==> src/rtl/seq_divider_pkg.sv <==
// div_pkg: shared state encoding, default width and sizing helper for the divider slice
package div_pkg;
    localparam int W_DEF = 16;
    typedef enum logic [1:0] {IDLE, CALC, DONE} state_t;
    function automatic int clog2(input int n);
        int r = 0;
        for (int v = n - 1; v > 0; v = v >> 1) r++;
        return r;
    endfunction
endpackage

==> src/rtl/seq_divider_if.sv <==
// seq_divider_if: operand and result handshakes of the sequential divider
interface seq_divider_if import div_pkg::*; #(
    parameter int W = W_DEF
) ();
    logic           in_valid;
    logic           in_ready;
    logic [2*W-1:0] dividend;
    logic [W-1:0]   divisor;
    logic           out_valid;
    logic           out_ready;
    logic [2*W-1:0] quotient;
    logic [W-1:0]   remainder;
    logic           overflow;
    logic           div_by_zero;
    modport master (
        output in_valid, dividend, divisor, out_ready,
        input  in_ready, out_valid, quotient, remainder, overflow, div_by_zero
    );
    modport slave (
        input  in_valid, dividend, divisor, out_ready,
        output in_ready, out_valid, quotient, remainder, overflow, div_by_zero
    );
endinterface

==> src/rtl/seq_divider_div_step.sv <==
// div_step: one restoring iteration, shifts in the next dividend bit and trial-subtracts the divisor
module div_step #(
    parameter int W = 16
) (
    input  logic [W:0]   r,
    input  logic         q_msb,
    input  logic [W-1:0] divisor,
    output logic [W:0]   r_next,
    output logic         q_bit
);
    logic [W+1:0] rs;
    assign rs     = {r, q_msb};
    assign q_bit  = rs >= {2'b00, divisor};
    // the partial remainder stays below the divisor, so the top bit is always zero
    assign r_next = (W+1)'(q_bit ? rs - {2'b00, divisor} : rs);
endmodule

==> src/rtl/seq_divider.sv <==
// seq_divider: iterative unsigned restoring divider, 2W/W bits, one quotient bit per clock
module seq_divider import div_pkg::*; #(
    parameter int W = W_DEF
) (
    input logic          clk,
    input logic          rst_n,
    seq_divider_if.slave bus
);
    localparam int CW = clog2(2 * W);
    state_t         state, state_nx;
    logic [CW-1:0]  cnt;
    logic [W:0]     r, r_nx;
    logic [2*W-1:0] q, quo;
    logic [W-1:0]   d, rem;
    logic           q_bit, ovf, ovf_q, dbz_q, accept, zero;

    assign accept = state == IDLE && bus.in_valid;
    assign zero   = bus.divisor == '0;

    div_step #(.W(W)) u_step (
        .r      (r),
        .q_msb  (q[2*W-1]),
        .divisor(d),
        .r_next (r_nx),
        .q_bit  (q_bit)
    );

    always_ff @(posedge clk or negedge rst_n) begin
        if (!rst_n) state <= IDLE;
        else        state <= state_nx;
    end

    always_comb begin
        state_nx      = state;
        bus.in_ready  = state == IDLE;
        bus.out_valid = state == DONE;
        if (accept)                              state_nx = zero ? DONE : CALC;
        else if (state == CALC && cnt == '0)     state_nx = DONE;
        else if (state == DONE && bus.out_ready) state_nx = IDLE;
    end

    // results are registered only when DONE is entered, so they hold through backpressure and IDLE
    always_ff @(posedge clk or negedge rst_n) begin
        if (!rst_n) begin
            cnt   <= '0;
            r     <= '0;
            q     <= '0;
            d     <= '0;
            ovf   <= 1'b0;
            quo   <= '0;
            rem   <= '0;
            ovf_q <= 1'b0;
            dbz_q <= 1'b0;
        end else if (accept) begin
            cnt <= CW'(2 * W - 1);
            r   <= '0;
            q   <= bus.dividend;
            d   <= bus.divisor;
            ovf <= !zero && bus.dividend[2*W-1:W] >= bus.divisor;
            if (zero) begin
                quo   <= '1;
                rem   <= bus.dividend[W-1:0];
                ovf_q <= 1'b0;
                dbz_q <= 1'b1;
            end
        end else if (state == CALC) begin
            cnt <= cnt - 1'b1;
            r   <= r_nx;
            q   <= {q[2*W-2:0], q_bit};
            if (cnt == '0) begin
                quo   <= {q[2*W-2:0], q_bit};
                rem   <= r_nx[W-1:0];
                ovf_q <= ovf;
                dbz_q <= 1'b0;
            end
        end
    end

    assign bus.quotient    = quo;
    assign bus.remainder   = rem;
    assign bus.overflow    = ovf_q;
    assign bus.div_by_zero = dbz_q;
endmodule

==> src/flat_wrapper.sv <==
// flat-port wrapper written by rule: the top's interface ports become plain ports
module seq_divider_flat import div_pkg::*;
#(
    parameter int W = W_DEF
)
  (clk, rst_n, bus_in_valid, bus_dividend, bus_divisor, bus_out_ready, bus_in_ready, bus_out_valid, bus_quotient, bus_remainder, bus_overflow, bus_div_by_zero);
  seq_divider_if #(.W(W)) bus_i ();
  input logic clk;
  input logic rst_n;
  input wire logic [$bits(bus_i.in_valid)-1:0] bus_in_valid;
  input wire logic [$bits(bus_i.dividend)-1:0] bus_dividend;
  input wire logic [$bits(bus_i.divisor)-1:0] bus_divisor;
  input wire logic [$bits(bus_i.out_ready)-1:0] bus_out_ready;
  output wire logic [$bits(bus_i.in_ready)-1:0] bus_in_ready;
  output wire logic [$bits(bus_i.out_valid)-1:0] bus_out_valid;
  output wire logic [$bits(bus_i.quotient)-1:0] bus_quotient;
  output wire logic [$bits(bus_i.remainder)-1:0] bus_remainder;
  output wire logic [$bits(bus_i.overflow)-1:0] bus_overflow;
  output wire logic [$bits(bus_i.div_by_zero)-1:0] bus_div_by_zero;
  assign bus_i.in_valid = bus_in_valid;
  assign bus_i.dividend = bus_dividend;
  assign bus_i.divisor = bus_divisor;
  assign bus_i.out_ready = bus_out_ready;
  assign bus_in_ready = bus_i.in_ready;
  assign bus_out_valid = bus_i.out_valid;
  assign bus_quotient = bus_i.quotient;
  assign bus_remainder = bus_i.remainder;
  assign bus_overflow = bus_i.overflow;
  assign bus_div_by_zero = bus_i.div_by_zero;
  seq_divider #(.W(W)) u_core (.clk(clk), .rst_n(rst_n), .bus(bus_i));
endmodule
==> config.mk <==
export PLATFORM = sky130hd
export DESIGN_NAME = seq_divider_flat
export DESIGN_NICKNAME = d
export VERILOG_FILES = /design/src/rtl/seq_divider_pkg.sv /design/src/rtl/seq_divider_if.sv /design/src/rtl/seq_divider_div_step.sv /design/src/rtl/seq_divider.sv /design/src/flat_wrapper.sv
export SDC_FILE = /design/constraint.sdc
export NUM_CORES = 1
export LEC_CHECK = 0
export BUFFER_PORTS_ARGS = -buffer_cell sky130_fd_sc_hd__buf_4
export CAP_MARGIN = 40
export CORE_ASPECT_RATIO = 0.5
export CORE_MARGIN = 10
export CORE_UTILIZATION = 55
export DETAILED_ROUTE_END_ITERATION = 16
export MAX_ROUTING_LAYER = met4
export PLACE_DENSITY = 0.75
export SYNTH_ARGS = -nofsm -noshare
export SYNTH_HDL_FRONTEND = slang
export SYNTH_SLANG_ARGS = --single-unit
==> constraint.sdc <==
create_clock -name clk -period 6.2 [get_ports clk]
set_input_delay 1.86 -clock clk [delete_from_list [all_inputs] [get_ports clk]]
set_output_delay 1.86 -clock clk [all_outputs]
set_load 0.01 [all_outputs]
Word level (Yosys, flattened, before mapping)
Index checks and enable logic that the tools add are counted.

Register bits: 123. Bits in latches: 0. Memory bits (writable): 0. Memory bits (read-only): 0. Bits of input ports: 52. Output and inout bits: 52. Logic and storage cells: 56. Memories kept: 0.

Add/subtract/negate cells: 2. Multiply operators: 0. Div/mod/pow operators: 0. Order comparisons: 2. Equal/unequal tests: 3. Shifts and indexed selects: 0. Muxes and demuxes: 27. Bitwise gates (word level): 0. Reduce and logical (&&, ||, !) cells: 12.

Operators by type and width (number): $mux W32 (6); $mux W16 (4); $mux W17 (3); $ge A18 B16 Y1 (1); $sub A17 B16 Y17 (1); $ge A16 B16 Y1 (1); $logic_not A16 Y1 (1); $mux W5 (2); $mux W1 (8); $mux W2 (4); $logic_not A5 Y1 (1); $sub A5 B1 Y5 const B (1); $logic_and A1 B1 Y1 (4); $reduce_bool A2 Y1 (2); $reduce_and A3 Y1 (1); $reduce_bool A3 Y1 (1); $eq A2 B1 Y1 const B (1); $eq A2 B2 Y1 const B (1); $logic_not A2 Y1 (1); $ne A2 B2 Y1 const B (1); $logic_not A1 Y1 (1).

Longest topological paths before layout
Depth after elaboration: 5. Depth in mapped cells: 13. Depth with buffers taken out: 11.

Hierarchy
A second synthesis with hierarchy kept.

Cell total of the unflattened synthesis: 747. Area, all modules: 6749.0 um2.

Modules (own cells, without submodules): seq_divider (times used 1, cells an instance 584, area an instance 5589.1 um2, seq. area each 3078.0 um2); div_step (times used 1, cells an instance 163, area an instance 1159.9 um2, seq. area each 0.0 um2).

Worst setup path before layout
No wires, ideal clock.

Path kind: in2reg. From: input bus_dividend[16]. To: register u_core.ovf. Library setup time: 0.130 ns. Arrival time: 3.073 ns. Data required time: 6.070 ns. Setup slack: 2.997 ns. Stages on the path: 9. Buffers on the path: 0. Cells stage by stage: inv_1 -> ha_1 -> nand2b_1 -> a21o_1 -> a21o_1 -> a21oi_1 -> o211ai_1 -> a211oi_1 -> o21ai_0.

Word-level cells in the longest chain between the ends: 2.

Ends and longest elaborated chain: start: declaration (line flat_wrapper.sv:11) `input wire logic [$bits(bus_i.dividend)-1:0] bus_dividend;`; $ge A16 B16 Y1 (line seq_divider.sv:59) `ovf <= !zero && bus.dividend[2*W-1:W] >= bus.divisor;`; $logic_and A1 B1 Y1 (line seq_divider.sv:59); end signal: assignment (line seq_divider.sv:59); end: declaration (line seq_divider.sv:15) `logic q_bit, ovf, ovf_q, dbz_q, accept, zero;`.

Every way passes these cells. A chain may end at the register's enable or synchronous reset.

Worst setup path in the final report
From: input bus_divisor[2]. To: register u_core.rem[12] (netlist: u_core.bus.remainder[12]).

Word-level cells in the longest chain between the ends: 3.

Ends and longest elaborated chain: start: declaration (line flat_wrapper.sv:12) `input wire logic [$bits(bus_i.divisor)-1:0] bus_divisor;`; $logic_not A16 Y1 (line seq_divider.sv:18) `assign zero = bus.divisor == '0;`; $ne A2 B2 Y1 (no line); $reduce_and A3 Y1 (no line); end signal: assignment (line seq_divider.sv:62) `rem <= bus.dividend[W-1:0];`; end signal: assignment (line seq_divider.sv:72) `rem <= r_nx[W-1:0];`; end: declaration (line seq_divider.sv:14) `logic [W-1:0] d, rem;`.

Every way passes these cells.

==> flow_summary.json <==
{
  "critical_path_class": "in -> reg",
  "crit_slowest_cell": "o21ai_4",
  "synth_area_leader_cell": "dfrtp_1",
  "min_path_type": "reg -> reg",
  "antenna_found_initial": 2,
  "async_flop_share_pct": 100,
  "num_rows": 27,
  "vias": 5551,
  "setup_ws_ns": 2.75,
  "rsz0062_at_grt": "false",
  "period_minus_slack_ns": 3.45,
  "cts_hold_buffers": 0,
  "grt_pass1_wl_mm": 28.4,
  "setup-tns-final_ns": 0,
  "io_buffers": 103,
  "grt_max_degree": 69,
  "setup.worst_path.start_class": "input pin",
  "die_h_um": 96.0,
  "drtAntennaViolNets": 0,
  "cts_root_buf": "clkbuf_16",
  "maxCapViolCount": 0,
  "final_net_count": 844,
  "start_util_pct": 57.1,
  "finalClockSkew_ns": 0.00764,
  "die_x_um": 172,
  "total_power_mw": 4.22,
  "cts.sinks": 123,
  "cp_top_family": "compound AO/OA/AOI/OAI gates",
  "leakage_nw": 3.84,
  "drt_first_iter_violations": 604,
  "synthCells": 664,
  "worstSkewPairLatency_ns": 0.42,
  "peakVddDrop_mv": 0.443,
  "placed_area_um2": 7280,
  "post-place-ws_ns": 2.45,
  "max_stage_delay_ns": 0.67,
  "gp_congestion": 0.914,
  "syn_nets": 751,
  "max_freq_mhz": 290,
  "core_area_um2": 11100,
  "worst-path-stages": 6,
  "synth-edff-count": 0,
  "wire_per_inst_um": 20.4,
  "yosysTopAreaCellShare_pct": 48.5,
  "layout_common_cells": "123 x dfrtp_1, 110 x buf_4, 104 x nand2_1",
  "final_common_cell": "dfrtp_1",
  "cts.clk_slew.worst_paths_ns": 0.06,
  "drive_above_1_share_pct": 20.4,
  "htree_levels": 4,
  "synthToLayoutAreaGrowth_pct": 24.4,
  "post-route-util_pct": 71.0,
  "dpl.hpwl_mm": 13.2,
  "tritoncts": "built",
  "relSlewSlack_pct": 51.3,
  "drc": 0,
  "cts-resized-gates": 0,
  "first_global_vias": 5177,
  "ys_warn_count": 0,
  "crit_chain": "buf_4 -> nor4_1 -> nand4_1 -> o21ai_4 -> o21ai_0 -> o21ai_1",
  "final-hold-violation-count": 0,
  "clockBufferDepth": 2,
  "synthDistinctLibCells": 50,
  "avgSynthCellArea_um2": 9.56,
  "ff2ff_path_depth": 11,
  "ys_seq_area_share_pct": 48.5,
  "ios": 104,
  "tightest_slew_ns": 0.728,
  "crit_fanout": 23,
  "setup_viol": 0,
  "grt_usage_pct": 23.1,
  "post-cts-setup-buffers": 0,
  "cp.arrival_ns": 3.76,
  "synth-seq-cells": 123,
  "grt_overflow": 0,
  "wl_mm": 18.7,
  "hold_depth": 2,
  "cp-end-kind": "flip-flop",
  "final_area_um2": 7890,
  "cp.buffers_inverters": 1,
  "required_ns": 6.52,
  "firstDrtPassIters": 5,
  "final_max_slew_viol_count": 0,
  "cellPowerDensity_nw_per_um2": 535,
  "fin_crit_sh_pct": 55.6,
  "dieArea_um2": 16500,
  "synthFlopType": "dfrtp_1",
  "cts_buffers": 17,
  "synthTopCellsByArea": "dfrtp_1 49%, ha_1 6.7%, nand2_1 6.2%",
  "via_per_inst": 6.06,
  "syn_area_um2": 6340,
  "run_status": "finished, final reports clean"
}
[synthesized netlist by cell type, types with 2 or more instances]
cell and n:
nor4_1 6, xor2_1 5, a211oi_1 6, o21ai_0 50, or3_1 5, a21oi_1 43, buf_1 4, and2_1 3
dfrtp_1 123, o211ai_1 5, buf_6 3, nand3b_1 2, o22a_1 32, a21o_1 13, inv_1 43, clkbuf_1 27
nor3_1 6, o22ai_1 6, nor2b_1 5, nand3_1 7, a31oi_1 8, mux2i_1 10, xnor2_1 9, a22o_1 2
nand2_1 104, o21a_1 3, nand4_1 6, a22oi_1 32, and3_1 4, nor2_1 24, ha_1 34, nand2b_1 3
buf_2 5, o21ai_1 9, a221oi_1 2
[routing by layer]
layer | track usage [%] | wire length, um | share of wire [%] | vias up
met5 | - | 0 | 0 | -
met4 | 7.27 | 333 | 1.8 | 0
met3 | 6.37 | 1290 | 6.9 | 30
met2 | 34.2 | 8600 | 46 | 216
met1 | 30.2 | 8460 | 45 | 2725
li1 | - | - | - | 2580
[state kept, by name, indices dropped and copies added, names as in the netlist, 2 cells and up]
register	count
u_core.bus.quotient	32
u_core.state	2
u_core.r	17
u_core.bus.remainder	16
u_core.d	16
u_core.cnt	5
u_core.q	32
[worst min-delay path, delay by kind of cell (launching register included)]
family,cells,cell delay (ns)
flip-flops,1,0.35
AND/OR/NAND/NOR,2,0.11
[per-stage QoR]
step | instances | hold WS [ns]
2_1_floorplan | 664 | 0.450
3_3_place_gp | 879 | 0.473
3_5_place_dp | 883 | 0.474
4_1_cts | 914 | 0.486
5_1_grt | 916 | 0.497
6_report | 916 | 0.488
[worst paths after layout]
path                       slack (ns)                              endpoint                      from
min                              0.49               u_core.d[0]$_DFFE_PN0P_   u_core.d[0]$_DFFE_PN0P_
max in group asynchronous        3.73   u_core.bus.quotient[14]$_DFFE_PN0P_                     rst_n
min reg2reg                      0.49               u_core.d[0]$_DFFE_PN0P_   u_core.d[0]$_DFFE_PN0P_
min in group asynchronous        1.44               u_core.r[9]$_DFFE_PN0P_                     rst_n
max reg2reg                      2.83   u_core.bus.remainder[6]$_DFFE_PN0P_  u_core.q[31]$_DFFE_PN0P_
max                              2.75  u_core.bus.remainder[12]$_DFFE_PN0P_            bus_divisor[2]
[cells by family (layout without fill, tap and decap cells)]
group / count (synthesis) / count (layout) / share of synthesized area, %
AOI/OAI and AO/OA: 222 / 222 / 23.2
and+or+nand+nor: 178 / 178 / 12.4
DFF: 123 / 123 / 48.5
buffers and inverters: 82 / 187 / 5.30
adders and majority gates: 35 / 35 / 7.02
xor gates and xnor gates: 14 / 14 / 1.93
muxes: 10 / 10 / 1.58
other: 0 / 2 / 0
[power by group]
group,internal (mW),leakage (nW),switching [mW],total [mW]
Sequential,1.06,1.51,0.182,1.24
Clock,0.643,0.293,0.380,1.02
Combinational,0.784,2.03,1.17,1.96
[layout make-up]
cell class,count,area (um^2)
fill,835,3220
sequential,123,3080
multi-input combinational,459,2960
timing repair buffer,113,896
clock buffer,18,439
tap,145,181
clock inverter,13,168
inverter,43,161
antenna,2,5.00
(Power assumes the default switching activity.)
